## src/rtl/serial_adder_if.sv

```systemverilog
// serial_adder_if: start/busy/done handshake and operand/result bus for serial_adder (start, A, B, Cin, sub in; S, Cout, ovf, busy, done out)
interface serial_adder_if #(parameter int WIDTH = 8) ();
  logic             start;
  logic [WIDTH-1:0] A;
  logic [WIDTH-1:0] B;
  logic             Cin;
  logic             sub;
  logic [WIDTH-1:0] S;
  logic             Cout;
  logic             ovf;
  logic             busy;
  logic             done;
  modport master (output start, A, B, Cin, sub, input S, Cout, ovf, busy, done);
  modport slave (input start, A, B, Cin, sub, output S, Cout, ovf, busy, done);
endinterface

```

## src/rtl/serial_adder.sv

```systemverilog
// serial_adder: LSB-first bit-serial add/subtract over WIDTH cycles; ports clk, rst (sync active-high), bus (slave: start/A/B/Cin/sub in, S/Cout/ovf/busy/done out)
module serial_adder #(
  parameter int WIDTH = 8
) (
  input logic          clk,
  input logic          rst,
  serial_adder_if.slave bus
);
  localparam int CW = $clog2(WIDTH + 1);
  typedef enum logic [1:0] {IDLE, RUN, DONE} state_t;
  state_t state;
  logic [WIDTH-1:0] a, b, sum;
  logic [CW-1:0] cnt;
  logic c, cmsb, bit_s, carry;
  assign bit_s = a[0] ^ b[0] ^ c;
  assign carry = (a[0] & b[0]) | (a[0] & c) | (b[0] & c);
  always_ff @(posedge clk) begin
    if (rst) begin
      state    <= IDLE;
      a        <= '0;
      b        <= '0;
      sum      <= '0;
      cnt      <= '0;
      c        <= 1'b0;
      cmsb     <= 1'b0;
      bus.S    <= '0;
      bus.Cout <= 1'b0;
      bus.ovf  <= 1'b0;
      bus.busy <= 1'b0;
      bus.done <= 1'b0;
    end else begin
      bus.done <= 1'b0;
      case (state)
        IDLE: if (bus.start) begin
          a        <= bus.A;
          b        <= bus.sub ? ~bus.B : bus.B;
          c        <= bus.sub | bus.Cin;
          cnt      <= '0;
          bus.busy <= 1'b1;
          state    <= RUN;
        end
        RUN: begin
          sum <= (sum >> 1) | (WIDTH'(bit_s) << (WIDTH - 1));
          a   <= a >> 1;
          b   <= b >> 1;
          c   <= carry;
          cnt <= cnt + CW'(1);
          // the carry entering the last bit is the carry into the MSB
          if (cnt == CW'(WIDTH - 1)) begin
            cmsb  <= c;
            state <= DONE;
          end
        end
        DONE: begin
          bus.S    <= sum;
          bus.Cout <= c;
          bus.ovf  <= cmsb ^ c;
          bus.done <= 1'b1;
          bus.busy <= 1'b0;
          state    <= IDLE;
        end
        default: state <= IDLE;
      endcase
    end
  end
endmodule

```

## src/flat_wrapper.sv

```systemverilog
// flat-port wrapper written by rule: the top's interface ports become plain ports
module serial_adder_flat 
#(
  parameter int WIDTH = 8
)
  (clk, rst, bus_start, bus_A, bus_B, bus_Cin, bus_sub, bus_S, bus_Cout, bus_ovf, bus_busy, bus_done);
  serial_adder_if #(.WIDTH(WIDTH)) bus_i ();
  input logic clk;
  input logic rst;
  input wire logic [$bits(bus_i.start)-1:0] bus_start;
  input wire logic [$bits(bus_i.A)-1:0] bus_A;
  input wire logic [$bits(bus_i.B)-1:0] bus_B;
  input wire logic [$bits(bus_i.Cin)-1:0] bus_Cin;
  input wire logic [$bits(bus_i.sub)-1:0] bus_sub;
  output wire logic [$bits(bus_i.S)-1:0] bus_S;
  output wire logic [$bits(bus_i.Cout)-1:0] bus_Cout;
  output wire logic [$bits(bus_i.ovf)-1:0] bus_ovf;
  output wire logic [$bits(bus_i.busy)-1:0] bus_busy;
  output wire logic [$bits(bus_i.done)-1:0] bus_done;
  assign bus_i.start = bus_start;
  assign bus_i.A = bus_A;
  assign bus_i.B = bus_B;
  assign bus_i.Cin = bus_Cin;
  assign bus_i.sub = bus_sub;
  assign bus_S = bus_i.S;
  assign bus_Cout = bus_i.Cout;
  assign bus_ovf = bus_i.ovf;
  assign bus_busy = bus_i.busy;
  assign bus_done = bus_i.done;
  serial_adder #(.WIDTH(WIDTH)) u_core (.clk(clk), .rst(rst), .bus(bus_i));
endmodule
```

## config.mk

```make
export PLATFORM = sky130hd
export DESIGN_NAME = serial_adder_flat
export DESIGN_NICKNAME = d
export VERILOG_FILES = /design/src/rtl/serial_adder_if.sv /design/src/rtl/serial_adder.sv /design/src/flat_wrapper.sv
export SDC_FILE = /design/constraint.sdc
export NUM_CORES = 1
export LEC_CHECK = 0
export CAP_MARGIN = 20
export CORE_MARGIN = 4
export CORE_UTILIZATION = 45
export DETAILED_ROUTE_END_ITERATION = 10
export DONT_BUFFER_PORTS = 1
export PLACE_DENSITY = 0.6
export SYNTH_ARGS = -nofsm -noshare
export SYNTH_HDL_FRONTEND = slang
export SYNTH_SLANG_ARGS = --single-unit
```

## constraint.sdc

```tcl
create_clock -name clk -period 2.5 [get_ports clk]
set_input_delay 0.125 -clock clk [delete_from_list [all_inputs] [get_ports clk]]
set_output_delay 0.125 -clock clk [all_outputs]
set_load 0.1 [all_outputs]
```

==> summary.txt, run 1 <==
Worst setup path
  – Delay-heaviest family, CP: simple AND/OR/NAND/NOR gates
  – Crit path launch: u_core.state[0]$_SDFFE_PP0P_
  – Critical Path Sink Type: register
  – Largest fanout on the critical path: 15
  – RR Startpoint: u_core.state[0]$_SDFFE_PP0P_
  – Critical path required time: 2680 ps
  – WP data arrival: 1920 ps
  – CP max-delay cell: dfxtp_1
  – Worst path cell trace: nand2b_1 -> or3_1 -> mux2i_1
  – Max stage delay on crit path: 580 ps
  – WS Path Type: reg -> reg
  – Worst setup SP type: register
  – CP Buf/Inv Count: 0

Layout
  – Most common cell after layout, fill and taps aside: dfxtp_1
  – Seq. cell area: 881 sq um
  – Layout area overhead: 13.1%
  – Diode count: 0
  – Commonest cells after routing, fill and taps aside: 44 x dfxtp_1, 39 x nand2_1, 23 x a21oi_1
  – # fillers: 377
  – Multi-input logic area: 822 sq um
  – Util after Layout: 53.7%
  – Final instance area: 2010 sq um
  – NumNets Final: 232
  – Final std cells w/o fill: 258
  – Fraction of layout cells with a size suffix above 1: 12.9%

Timing
  – Max Clock Freq: 576 MHz
  – RSZ-0062 raised after global routing: false
  – Max-slew violation count: 0
  – Setup violations, final: 0
  – Final Hold Fails: 0
  – Post-layout min period: 1740 ps
  – Relative slew slack: 36.8%
  – Setup_tns: 0 ps
  – Actual slew at the worst max-slew pin: 947 ps
  – Layout Skew: 4.92 ps
  – Final period utilization: 69.5%

Synthesis
  – Distinct cells, synth: 31
  – Cells after Synth: 202
  – Synthesized flop and latch total: 44
  – Synth Warn #: 0
  – Post-synth EDFFs: 0
  – Syn avg cell area: 8.80 sq um
  – Netlist Area Pre-Place: 1780 sq um
  – Post-synthesis sequential area ratio: 49.6%
  – Asr flop ratio synth: 0%
  – Post-Syn Nets: 225
  – Top FF cell, synth: dfxtp_1

Status
  – Outcome: complete, no violations

Drt
  – Drt wl/cell: 14.2 um
  – Mean number of vias per cell: 5.35
  – Starting DRT DRC Count: 103
  – Vias: 1381
  – Drc violations: 0
  – Total Wirelength: 3660 um
  – Number of iterations in the first detailed-routing pass: 4
  – Antenna Nets Post-Route: 0

Power
  – P per Cell Area: 702 nW/um^2
  – Leakage Power: 0.751 nW
  – Worst VDD drop: 0.351 mV
  – Total power: 1.41 mW

Clocking
  – CTS Buf Count: 5
  – # clock sinks: 44
  – Post-CTS Setup Inserts: 0
  – Clock root buffer: clkbuf_8
  – Clock-pin slew on the worst setup and hold paths: 80 ps
  – CTS tree: built
  – Clock latency at the later pin of the worst-skew pair: 290 ps
  – H-tree Lvls: 2
  – Number of gates resized after cts: 0
  – Hold-fix buffer count after cts: 2
  – Clk buf depth: 2

Die
  – IO Count: 33
  – Starting Density: 47.5%
  – Die width: 70.8 um
  – # rows: 22
  – Die area: 5020 sq um
  – Die H: 70.8 um
  – Core Region: 3740 sq um

Placed design
  – Port bufs: 0
  – Post-DP Area: 1860 sq um
  – GP Congestion: 0.734
  – Placed cells: 246
  – Detailed-placement wirelength estimate: 2560 um

GRT
  – Congestion Overflow GR: 0
  – Number of global-route vias before repair: 1291
  – First-pass GRT wire length: 6250 um
  – Largest net degree at the start of global routing: 35
  – Tot GR Track Use: 15.6%
  – Initial antenna violation count: 0

Min path
  – Hold WC Path Type: in -> reg
  – Hold_sp: bus_A[1]

Job
  – Max cap viols: 0
registers in the layout, summed over array words and instances (netlist names):
| signal | count |
|---|---|
| u_core.sum | 8 |
| u_core.b | 8 |
| u_core.bus.S | 8 |
| u_core.state | 2 |
| u_core.a | 8 |
| u_core.bus.done | 1 |
| u_core.cmsb | 1 |
| u_core.c | 1 |
| u_core.cnt | 4 |
| u_core.bus.ovf | 1 |
| u_core.bus.Cout | 1 |
| u_core.bus.busy | 1 |
stage by stage:
step | worst slack (ps) | hold WS [ps]
3_5_place_dp | 786 | 202
5_1_grt | 627 | 9.33
4_1_cts | 770 | 2.23
2_1_floorplan | 1170 | 273
6_report | 764 | 17.4
3_3_place_gp | 862 | 200
final timing paths:
kind	endpoint	slack, ps	depth (start not counted)
setup / recovery	u_core.cmsb$_SDFFE_PP0P_	760	3
hold / removal	u_core.a[1]$_SDFFE_PP0P_	20	2
setup reg to reg	u_core.cmsb$_SDFFE_PP0P_	760	3
hold reg to reg	u_core.bus.S[1]$_SDFFE_PP0P_	460	2
per-layer routing:
metal,global-route usage [%],routed length [um],vias up
li1,-,-,707
met2,23.0,1730,36
met3,5.11,221,8
met4,8.56,93,0
met5,0,0,-
met1,20.1,1620,630
worst register-to-register path: stages (launching register included):
cell	delay, ps
dfxtp_1	580
nand2b_1	410
or3_1	510
mux2i_1	130
report_power, final:
part | internal (mW) | total (mW) | leakage (nW) | switching (mW)
logic | 0.0538 | 0.125 | 0.337 | 0.0710
clock network | 0.297 | 0.533 | 0.0552 | 0.237
registers | 0.730 | 0.753 | 0.359 | 0.0229
total | 1.08 | 1.41 | 0.751 | 0.331
kinds of logic after synthesis:
kind of cell    after synthesis  share of synthesized area (%)
simple gates                 74                           18.2
compound gates               53                           19.8
flops                        44                           49.6
buf+inv                      17                           4.15
xor+xnor                      9                           4.44
mux                           3                           1.97
fa+ha+maj                     2                           1.83
layout make-up:
cell class / count / share of cell area [%]
Clock inverter: 2 / 1.74
Inverter: 1 / 0.187
Clock buffer: 6 / 3.61
Multi-Input combinational cell: 141 / 40.9
Tap cell: 48 / 2.99
Timing Repair Buffer: 16 / 6.72
Sequential cell: 44 / 43.8
cell usage after synthesis (3+ instances only):
library cell | count | area, sq um
o221a_2 | 3 | 33.8
clkbuf_1 | 8 | 30.0
a21oi_1 | 23 | 115
dfxtp_1 | 44 | 881
nor2b_1 | 5 | 31.3
nand2_1 | 39 | 146
nor2_1 | 21 | 78.8
a22oi_1 | 10 | 75.1
o22ai_1 | 7 | 43.8
xnor2_1 | 8 | 70.1
buf_2 | 8 | 40.0
o221ai_1 | 4 | 35.0
Note: power is estimated with default switching activity, not from simulation.
==> inputs of run 2 (changes only) <==
==> constraint.sdc (replaced) <==
create_clock -name clk -period 1.66 [get_ports clk]
set_input_delay 0.083 -clock clk [delete_from_list [all_inputs] [get_ports clk]]
set_output_delay 0.083 -clock clk [all_outputs]
set_load 0.1 [all_outputs]
==> run 2 against run 1 <==
  * Clock power rose by 28%
  * Via count rose by 7.8%
  * Worst hold slack got worse by 17 ps
  * Critical endpoint is now u_core.cnt[3]$_SDFFE_PP0P_
==> summary.txt, run 2 (synthesized netlist as in run 1, its figures left out) <==
Clocking
  – CTS Buf Count: 5 (unchanged)
  – Clock root buffer: clkbuf_8 (unchanged)
  – Post-CTS Setup Inserts: 0 (unchanged)
  – # clock sinks: 44 (unchanged)
  – CTS tree: built (unchanged)
  – Clock-pin slew on the worst setup and hold paths: 80 ps (about the same)
  – Clock latency at the later pin of the worst-skew pair: 300 ps (was 290 ps)
  – H-tree Lvls: 2 (unchanged)
  – Clk buf depth: 2 (unchanged)

Worst setup path
  – WP data arrival: 1680 ps (was 1920 ps)
  – Critical path required time: 1850 ps (was 2680 ps)
  – Critical Path Sink Type: register (unchanged)
  – Crit path launch: u_core.state[0]$_SDFFE_PP0P_ (unchanged)
  – Worst setup SP type: register (unchanged)
  – Largest fanout on the critical path: 8 (was 15)
  – RR Startpoint: u_core.state[0]$_SDFFE_PP0P_ (unchanged)
  – WS Path Type: reg -> reg (unchanged)

GRT
  – First-pass GRT wire length: 6700 um (was 6250 um)
  – Largest net degree at the start of global routing: 35 (unchanged)
  – Tot GR Track Use: 16.7% (was 15.6%)
  – Initial antenna violation count: 0 (unchanged)
  – Congestion Overflow GR: 0 (unchanged)
  – Number of global-route vias before repair: 1462 (was 1291)

Power
  – P per Cell Area: 944 nW/um^2 (was 702 nW/um^2)
  – Worst VDD drop: 0.669 mV (was 0.351 mV)
  – Total power: 2.06 mW (was 1.41 mW)
  – Leakage Power: 0.843 nW (was 0.751 nW)

Drt
  – Drc violations: 0 (unchanged)
  – Vias: 1489 (was 1381)
  – Drt wl/cell: 14.4 um (was 14.2 um)
  – DRT met1 WL: 1760 um (was 1620 um)
  – Number of iterations in the first detailed-routing pass: 4 (unchanged)
  – Total Wirelength: 4010 um (was 3660 um)
  – Met3 Wirelength: 239 um (was 221 um)
  – Starting DRT DRC Count: 61 (was 103)
  – Top sig layer: met4 (unchanged)
  – Met2 wire length: 1930 um (was 1730 um)
  – Antenna Nets Post-Route: 0 (unchanged)
  – Mean number of vias per cell: 5.36 (was 5.35)

Placed design
  – Port bufs: 0 (unchanged)
  – Detailed-placement wirelength estimate: 2650 um (was 2560 um)
  – GP Congestion: 0.752 (was 0.734)

Die
  – Die H: 70.8 um (unchanged)
  – IO Count: 33 (unchanged)
  – Starting Density: 47.5% (unchanged)
  – # rows: 22 (unchanged)
  – Die width: 70.8 um (unchanged)
  – Die area: 5020 sq um (unchanged)
  – Core Region: 3740 sq um (unchanged)

Layout
  – Most common cell after layout, fill and taps aside: dfxtp_1 (unchanged)
  – NumNets Final: 252 (was 232)
  – Fraction of layout cells with a size suffix above 1: 15.7% (was 12.9%)
  – # fillers: 364 (was 377)
  – Diode count: 0 (unchanged)
  – Util after Layout: 58.4% (was 53.7%)
  – Commonest cells after routing, fill and taps aside: 44 x dfxtp_1, 39 x nand2_1, 23 x a21oi_1 (unchanged)
  – Layout area overhead: 23.0% (was 13.1%)

Timing
  – RSZ-0062 raised after global routing: false (unchanged)
  – Relative slew slack: 67.7% (was 36.8%)
  – Setup violations, final: 0 (unchanged)
  – Final Hold Fails: 0 (unchanged)
  – Setup_tns: 0 ps (unchanged)
  – Max-slew violation count: 0 (unchanged)
  – Layout Skew: 5.97 ps (was 4.92 ps)
  – Actual slew at the worst max-slew pin: 484 ps (was 947 ps)
  – Post-layout min period: 1490 ps (was 1740 ps)
  – Final period utilization: 89.6% (was 69.5%)
  – Max Clock Freq: 672 MHz (was 576 MHz)

Min path
  – Hold_sp: bus_A[3] (was bus_A[1])
  – Hold WC Path Type: in -> reg (unchanged)

Status
  – Outcome: complete, no violations (unchanged)

Job
  – Max cap viols: 0 (unchanged)
run 2: routing by layer:
metal  up-vias  track usage, %
met1       697            19.7
met2        37            27.4
li1        747               -
met5         -               0
met3         8            5.68
met4         0            7.72
run 2: final cells by class:
class                   count  area, sq um  area share [%]
well taps                  48         60.1            2.75
clock inverters             2         10.0           0.458
flip-flops and latches     44          881            40.3
inverters                   1         3.75           0.172
clock buffers               6         82.6            3.78
multi-input cells         141          826            37.8
repair buffers             36          323            14.8
run 2: timing repair:
action,in CTS,in global routing
setup endpoints to repair,0,1
gates resized for setup,0,1
hold buffers,17,0
endpoints found under the hold margin,36,0
run 2: final timing paths:
path,to,slack (ps),cells past startpoint
worst max register to register,u_core.cnt[3]$_SDFFE_PP0P_,170,3
worst max-delay path,u_core.cnt[3]$_SDFFE_PP0P_,170,3
worst min register to register,u_core.bus.S[1]$_SDFFE_PP0P_,460,2
worst min-delay path,u_core.a[3]$_SDFFE_PP0P_,0.5,2
run 2: power breakdown:
part | leakage, nW | total (mW) | internal [mW] | switching (mW)
Sequential | 0.359 | 1.13 | 1.10 | 0.0339
Combinational | 0.433 | 0.248 | 0.124 | 0.125
Clock | 0.0510 | 0.681 | 0.332 | 0.349
run 2: metrics by stage:
step           instance area (sq um)  hold slack, ps  cells  setup WS [ps]
3_5_place_dp                    1910             159    253            163
6_report                        2190           0.531    278            173
3_3_place_gp                    1910             158    253            244
2_1_floorplan                   1780             231    202            326
5_1_grt                         2190            6.86    278            129
4_1_cts                         2180            1.55    278            148
run 2: critical path, cell delays in order, from the launching register on:
cell     delay, ps
dfxtp_1        390
or3b_1         510
and3_4         220
mux2_4         250
